==> config.mk <==
export PLATFORM = sky130hd
export DESIGN_NAME = bin2bcd_seq
export DESIGN_NICKNAME = d
export VERILOG_FILES = /design/src/rtl/bin2bcd_seq_pkg.sv /design/src/rtl/bin2bcd_seq_digit_adj.sv /design/src/rtl/bin2bcd_seq.sv
export SDC_FILE = /design/constraint.sdc
export NUM_CORES = 1
export LEC_CHECK = 0
export CAP_MARGIN = 5
export CORE_UTILIZATION = 46
export CTS_CLUSTER_DIAMETER = 80
export DETAILED_ROUTE_END_ITERATION = 12
export GPL_TIMING_DRIVEN = 0
export PLACE_DENSITY = 0.71
export SYNTH_ARGS = -nofsm -noshare
export SYNTH_HDL_FRONTEND = slang
export SYNTH_SLANG_ARGS = --single-unit
==> constraint.sdc <==
create_clock -name clk -period 2.4 [get_ports clk]
set_clock_uncertainty 0.2 [all_clocks]
set_input_delay 0.48 -clock clk [delete_from_list [all_inputs] [get_ports clk]]
set_output_delay 0.48 -clock clk [all_outputs]
set_load 0.01 [all_outputs]
==> src/rtl/bin2bcd_seq_pkg.sv <==
// Shared state encodings and BCD adjust constants for the sequential
// binary-to-BCD converter.
package bin2bcd_seq_pkg;

    typedef enum logic [1:0] {
        ST_IDLE  = 2'd0,
        ST_SHIFT = 2'd1,
        ST_DONE  = 2'd2
    } state_e;

    localparam logic [3:0] BCD_ADJ_THRESH = 4'd5;
    localparam logic [3:0] BCD_ADJ_ADD    = 4'd3;

    function automatic logic [3:0] bcd_adjust(input logic [3:0] digit);
        logic [3:0] res;
        if (digit >= BCD_ADJ_THRESH) begin
            res = digit + BCD_ADJ_ADD;
        end else begin
            res = digit;
        end
        return res;
    endfunction

endpackage

==> src/rtl/bin2bcd_seq_digit_adj.sv <==
// Per-digit double-dabble correction: digits of 5 or more get 3 added so the
// following left shift carries correctly into the next decimal digit.
import bin2bcd_seq_pkg::*;

module bcd_digit_adj (
    input  logic [3:0] digit_i,
    output logic [3:0] digit_o
);

    assign digit_o = bcd_adjust(digit_i);

endmodule

==> src/rtl/bin2bcd_seq.sv <==
// Sequential shift-and-add-3 binary-to-BCD converter, one input bit per clock,
// with valid/ready handshakes and a sticky overflow flag.
import bin2bcd_seq_pkg::*;

module bin2bcd_seq #(
    parameter int WIDTH  = 8,
    parameter int DIGITS = 3
) (
    input  logic                clk,
    input  logic                rst,
    input  logic                in_valid,
    output logic                in_ready,
    input  logic [WIDTH-1:0]    in_bin,
    output logic                out_valid,
    input  logic                out_ready,
    output logic [4*DIGITS-1:0] out_bcd,
    output logic                out_ovf,
    output logic                busy
);

    localparam int CW = $clog2(WIDTH + 1);
    localparam int BW = 4 * DIGITS;

    state_e          state_q, state_d;
    logic [WIDTH-1:0] bin_q, bin_d;
    logic [BW-1:0]    bcd_q, bcd_d;
    logic             ovf_q, ovf_d;
    logic [CW-1:0]    cnt_q, cnt_d;

    logic [BW-1:0]    adj_s;
    logic [BW:0]      shifted_s;

    for (genvar g = 0; g < DIGITS; g++) begin : g_adj
        bcd_digit_adj u_adj (
            .digit_i (bcd_q[4*g +: 4]),
            .digit_o (adj_s[4*g +: 4])
        );
    end

    // Top bit is what leaves the most significant digit and feeds overflow.
    assign shifted_s = {adj_s, bin_q[WIDTH-1]};

    // Next-state and datapath update for the IDLE/SHIFT/DONE sequence.
    always_comb begin
        state_d = state_q;
        bin_d   = bin_q;
        bcd_d   = bcd_q;
        ovf_d   = ovf_q;
        cnt_d   = cnt_q;
        case (state_q)
            ST_IDLE: begin
                if (in_valid) begin
                    state_d = ST_SHIFT;
                    bin_d   = in_bin;
                    bcd_d   = '0;
                    ovf_d   = 1'b0;
                    cnt_d   = CW'(WIDTH);
                end else begin
                    state_d = ST_IDLE;
                end
            end
            ST_SHIFT: begin
                bin_d = bin_q << 1'b1;
                bcd_d = shifted_s[BW-1:0];
                ovf_d = ovf_q | shifted_s[BW];
                cnt_d = cnt_q - CW'(1);
                if (cnt_q == CW'(1)) begin
                    state_d = ST_DONE;
                end else begin
                    state_d = ST_SHIFT;
                end
            end
            ST_DONE: begin
                if (out_ready) begin
                    state_d = ST_IDLE;
                end else begin
                    state_d = ST_DONE;
                end
            end
            default: begin
                state_d = ST_IDLE;
            end
        endcase
    end

    // State and datapath registers; reset discards any conversion in flight.
    always_ff @(posedge clk or posedge rst) begin
        if (rst) begin
            state_q <= ST_IDLE;
            bin_q   <= '0;
            bcd_q   <= '0;
            ovf_q   <= 1'b0;
            cnt_q   <= '0;
        end else begin
            state_q <= state_d;
            bin_q   <= bin_d;
            bcd_q   <= bcd_d;
            ovf_q   <= ovf_d;
            cnt_q   <= cnt_d;
        end
    end

    assign in_ready  = (state_q == ST_IDLE);
    assign busy      = (state_q == ST_SHIFT);
    assign out_valid = (state_q == ST_DONE);
    assign out_bcd   = bcd_q;
    assign out_ovf   = ovf_q;

endmodule
Yosys cells after proc, flatten, opt, wreduce, memory -nomap -nowiden
Index checks and enable logic that the tools add are counted.

Add/sub/neg operators: 4. $lt $le $gt $ge: 3. Equal/unequal tests: 4. Multiplexer cells: 15. Bitwise logic cells: 1. Reductions and logical operators: 3.

Operator list (number): $pmux 12 s2 (1); $mux 4 (4); $pmux 8 s2 (1); $add 4x2->4 const B (3); $ge 4x3->1 const B (3); $mux 12 (1); $mux 8 (1); $pmux 4 s2 (1); $pmux 2 s3 (1); $eq 4x1->1 const B (1); $mux 2 (2); $sub 4x1->4 const B (1); $eq 2x1->1 const B (1); $eq 2x2->1 const B (1); $logic_not 2->1 (1); $mux 1 (2); $ne 2x2->1 const B (1); $pmux 1 s2 (1); $reduce_and 2->1 (1); $reduce_bool 2->1 (1); $or 1x1->1 (1).

Flip-flop bits (word level): 27. Bits of input ports: 12. Output and inout port bits: 16. Word-level logic and storage cells: 35.

Longest topological paths before layout
Depth after elaboration: 4. Depth in mapped cells: 5. Depth with buffers taken out: 5.

By module
Synthesis repeated with hierarchy kept, for this count alone.

Cell total of the unflattened synthesis: 153. Area total of the unflattened synthesis: 1536.5 µm².

Modules (own cells, without submodules): bin2bcd_seq (instances 1, cells each 105, area an instance 1232.4 µm², seq. area each 675.6 µm²); bcd_digit_adj (instances 3, cells each 16, area an instance 101.3 µm², seq. area each 0.0 µm²).

Least setup slack after synthesis
No wires, ideal clock.

Path kind: reg-to-reg. Start point: register bcd_q[0] (netlist: out_bcd[0]). End point: register bcd_q[4] (netlist: out_bcd[4]). Setup time: 0.101 ns. Arrival: 1.308 ns. Data required time: 2.099 ns. Setup slack: 0.791 ns. Stages on the path, launching flop included: 6. Buffers on the path: 0. Clock period less this slack: 1.609 ns. Cells stage by stage: dfrtp_1 > inv_1 > ha_1 > nor2b_1 > o21a_1 > o32ai_1.

Cells in the longest elaborated chain, start to end: 3. Elaborated cells on any way between the ends: 4. Classes of those cells: add/sub (1); order compare (1); mux (2).

Ends and longest elaborated chain: from (decl) (line bin2bcd_seq.sv:26) `logic [BW-1:0] bcd_q, bcd_d;`; from (signal assigned) (line bin2bcd_seq.sv:91) `bcd_q <= '0;`; from (signal assigned) (line bin2bcd_seq.sv:97) `bcd_q <= bcd_d;`; $add 4x2->4 or $ge 4x3->1 (tied branches) (line bin2bcd_seq_pkg.sv:17, bin2bcd_seq_pkg.sv:16); $mux 4 * (line bin2bcd_seq_pkg.sv:16) `if (digit >= BCD_ADJ_THRESH) begin`; $pmux 12 s2 * (line bin2bcd_seq.sv:50) `case (state_q)`.

Every way passes the cells marked *; elsewhere a longest branch is shown, timed or not. A chain may end at the register's enable or synchronous reset.

Final worst setup path
Start point: register state_q[1]. End point: output port busy.

Cells in the longest elaborated chain, start to end: 1.

Ends and longest elaborated chain: from (decl) (line bin2bcd_seq.sv:24) `state_e state_q, state_d;`; from (signal assigned) (line bin2bcd_seq.sv:95) `state_q <= state_d;`; $eq 2x1->1 (line bin2bcd_seq.sv:104) `assign busy = (state_q == ST_SHIFT);`; to (decl) (line bin2bcd_seq.sv:18) `output logic busy`.

Every way passes these cells.

==> flow_metrics.env <==
export IMPL_outcome="finished clean"
export IMPL_postRouteAntennaNets=0
export IMPL_vdd_ir_drop_max_mv=0.5820
export IMPL_finalSetupViolations=0
export IMPL_rows=20
export IMPL_die_x_um=59.61
export IMPL_post_dp_hpwl_um=2202
export IMPL_core_area_sq_um=3103
export IMPL_fillCellCount=295
export IMPL_combPwrFrac_pct=57.5
export IMPL_vias=1183
export IMPL_synth_area_leaders="dfrtp_1 44%, ha_1 6.6%, mux2i_1 4.6%"
export IMPL_drv_cap=0
export IMPL_gp_congestion=0.8303
export IMPL_cts_htree_levels=1
export IMPL_multiInputGateArea_sq_um=735.7
export IMPL_avgRoutedWirePerCell_um=13.94
export IMPL_clkPwrFrac_pct=8.2
export IMPL_critical_path_required_ns=1.72
export IMPL_post_route_period_util_pct=96.86
export IMPL_start_kind="register"
export IMPL_drt_iter0_drc=69
export IMPL_synth_area_mux_share_pct=4.590
export IMPL_p_int_w=0.001370
export IMPL_finalMaxSlewViolations=0
export IMPL_fin_nets=198
export IMPL_ios=28
export IMPL_worstPathArrival_ns=1.64
export IMPL_syn_cell_area_sq_um=1526
export IMPL_insertion_delay_ns=0.32
export IMPL_hp_class="reg2reg"
export IMPL_reg2reg_depth=5
export IMPL_yosys_warnings=0
export IMPL_area_delta_synth_final_pct=23.69
export IMPL_p_switching_w=0.001011
export IMPL_power_frac_seq_pct=34.2
export IMPL_root_buffer="clkbuf_4"
export IMPL_initial_utilization_pct=49.19
export IMPL_die_area_sq_um=3553
export IMPL_grt_overflow=0
export IMPL_period_needed_ns=2.325
export IMPL_rrSetupSlack_ns=0.69
export IMPL_power_density_nw_per_um2=1261
export IMPL_grt_first_pass_wirelength_um=5195
export IMPL_path_class="reg2out"
export IMPL_worst_setup_path_end_kind="output port"
export IMPL_cts_clk_slew_worst_paths_ns=0.15
export IMPL_synth_area_per_cell_sq_um=10.46
export IMPL_tightestPinTransition_ns=1.037
export IMPL_grt_max_degree=28
export IMPL_synthSimpleGateAreaFrac_pct=11.31
export IMPL_synth_fa_ha_area_share_pct=6.557
export IMPL_synth_xor_area_share_pct=2.295
export IMPL_hold_path_end="bin_q[1]$_DFFE_PP0P_"
export IMPL_relSlewSlack_pct=30.82
export IMPL_ys_types=35
export IMPL_rsz0062_at_grt="no"
export IMPL_synth_cells=146
export IMPL_drive_above_1_share_pct=13.56
export IMPL_io_buffer_count=27
export IMPL_async_flop_share_pct=100.0
export IMPL_cts_buffers=3
export IMPL_synth_compound_area_share_pct=23.44
export IMPL_cts_max_path_buffers=2
export IMPL_synth_edf_count=0
export IMPL_synth_top_family_by_area="compound AO/OA/AOI/OAI gates"
export IMPL_wl_um=3080
export IMPL_cts_tree="built"
export IMPL_min_delay_start="bin_q[0]$_DFFE_PP0P_"
export IMPL_p_leak_nw=0.7932
export IMPL_yosysTopAreaCell="dfrtp_1"
export IMPL_ctsHoldBuffers=0
export IMPL_route_detailed_drc=0
export IMPL_whs_ns=0.3007
export IMPL_final_hold_viol_count=0
export IMPL_ys_flop_type="dfrtp_1"
export IMPL_synth_top_area_share_pct=44.26
export IMPL_finalSetupTns_ns=0
export IMPL_seq_area_frac_synth_pct=44.26
export IMPL_switching_share_pct=42.47
export IMPL_cts_sinks=27
export IMPL_fp_dieH_um=59.61
export IMPL_antenna_found_initial=0
export IMPL_area_sequential_sq_um=678.2
export IMPL_synth_fp_nets=166
export IMPL_vias_per_cell=5.353
export IMPL_crit_path_max_fanout=15
export IMPL_ys_ff_latch=27
export IMPL_r2r_end="out_bcd[4]$_DFFE_PP0P_"
export IMPL_drt_first_pass_iters=4
export IMPL_timing_rr_start="out_bcd[0]$_DFFE_PP0P_"
export IMPL_min_path_cells=2
export IMPL_critPathLaunch="state_q[1]$_DFF_PP0_"
export IMPL_grt_pass1_vias=1142
export IMPL_timing_fmax_ghz=0.4302
export IMPL_gr_usage_all_layers_pct=19.73
export IMPL_num_antenna_cells=0
registers in the layout, indices dropped and copies added (netlist names):
name	cells
cnt_q	4
out_bcd	12
state_q	2
bin_q	8
out_ovf	1
repair_timing:
item,4_1_cts,5_1_grt
endpoints found under the setup margin,1,1
hold endpoints to repair,0,0
gates resized for setup,3,2
setup buffers,1,0
cell usage after synthesis (all sizes together), types with 3 or more instances:
| cell type | count |
|---|---|
| xnor2 | 3 |
| o2111ai | 6 |
| o211ai | 3 |
| o21a | 3 |
| o32ai | 3 |
| ha | 8 |
| inv | 18 |
| nor2b | 3 |
| nor2 | 3 |
| mux2i | 7 |
| dfrtp | 27 |
| nand2b | 4 |
| o31ai | 4 |
| nand2 | 17 |
| o221ai | 3 |
| a32o | 4 |
| o21ai | 12 |
| buf | 6 |
critical path: stages, from the launching register on:
cell	delay, ns
dfrtp_2	0.43
nand2b_2	0.21
clkinv_4	0.13
clkdlybuf4s50_1	0.55
cell usage in the layout (no fill, tap or decap), types with 4 or more instances in the layout:
cell type         n
mux2i_1           7
dfrtp_1          25
o31ai_2           4
inv_1            17
o21ai_0           5
o2111ai_1         6
o21ai_2           5
clkdlybuf4s50_1  27
ha_1              8
nand2_1          17
a32o_1            4
power by group through the flow:
stage / clock [W] / sequential (W) / combinational [W]
after CTS: 0.000208 / 0.000815 / 0.00138
after floorplan: 0 / 0.000835 / 0.000896
final: 0.000196 / 0.000815 / 0.00137
after detailed placement: 0 / 0.000831 / 0.00136
after global routing: 0.000223 / 0.000845 / 0.00151
after global placement: 0 / 0.000816 / 0.00132
cell type report:
class,count,share of cell area (%)
inverters,18,3.844
multi-input cells,95,38.97
plain buffers,5,2.253
clock buffers,4,1.392
well taps,44,2.916
flip-flops and latches,27,35.92
repair buffers,28,14.71
per-stage QoR:
step	util, %	instances	cell area [sq um]	worst slack, ns	power, W
finish	60.85	221	1888	0.07535	0.002381
global route	60.85	221	1888	0.004112	0.002578
CTS	60.81	221	1887	0.01400	0.002403
detailed placement	59.68	217	1852	0.1035	0.002187
global placement	59.68	217	1852	0.1209	0.002140
floorplan	-	146	1526	0.7909	0.001731
kinds of logic after synthesis:
family / count (synthesis)
mux: 7
xor+xnor: 4
buf+inv: 24
fa+ha+maj: 8
simple gates: 33
flops: 27
compound gates: 43
routing by layer:
layer  track usage, %  up-vias  wire length (um)
li1                 -      584                 -
met1            27.12      577              1539
met2            32.26       20              1437
met3            2.838        2                80
met4            5.980        0                23
met5                0        -                 0
worst max-delay path by stage:
stage / end / depth (start not counted)
2_1_floorplan: out_bcd[4]$_DFFE_PP0P_ / 5
3_3_place_gp: busy / 4
3_5_place_dp: busy / 4
4_1_cts: busy / 3
5_1_grt: busy / 3
6_report: busy / 3
(Power assumes the default switching activity.)
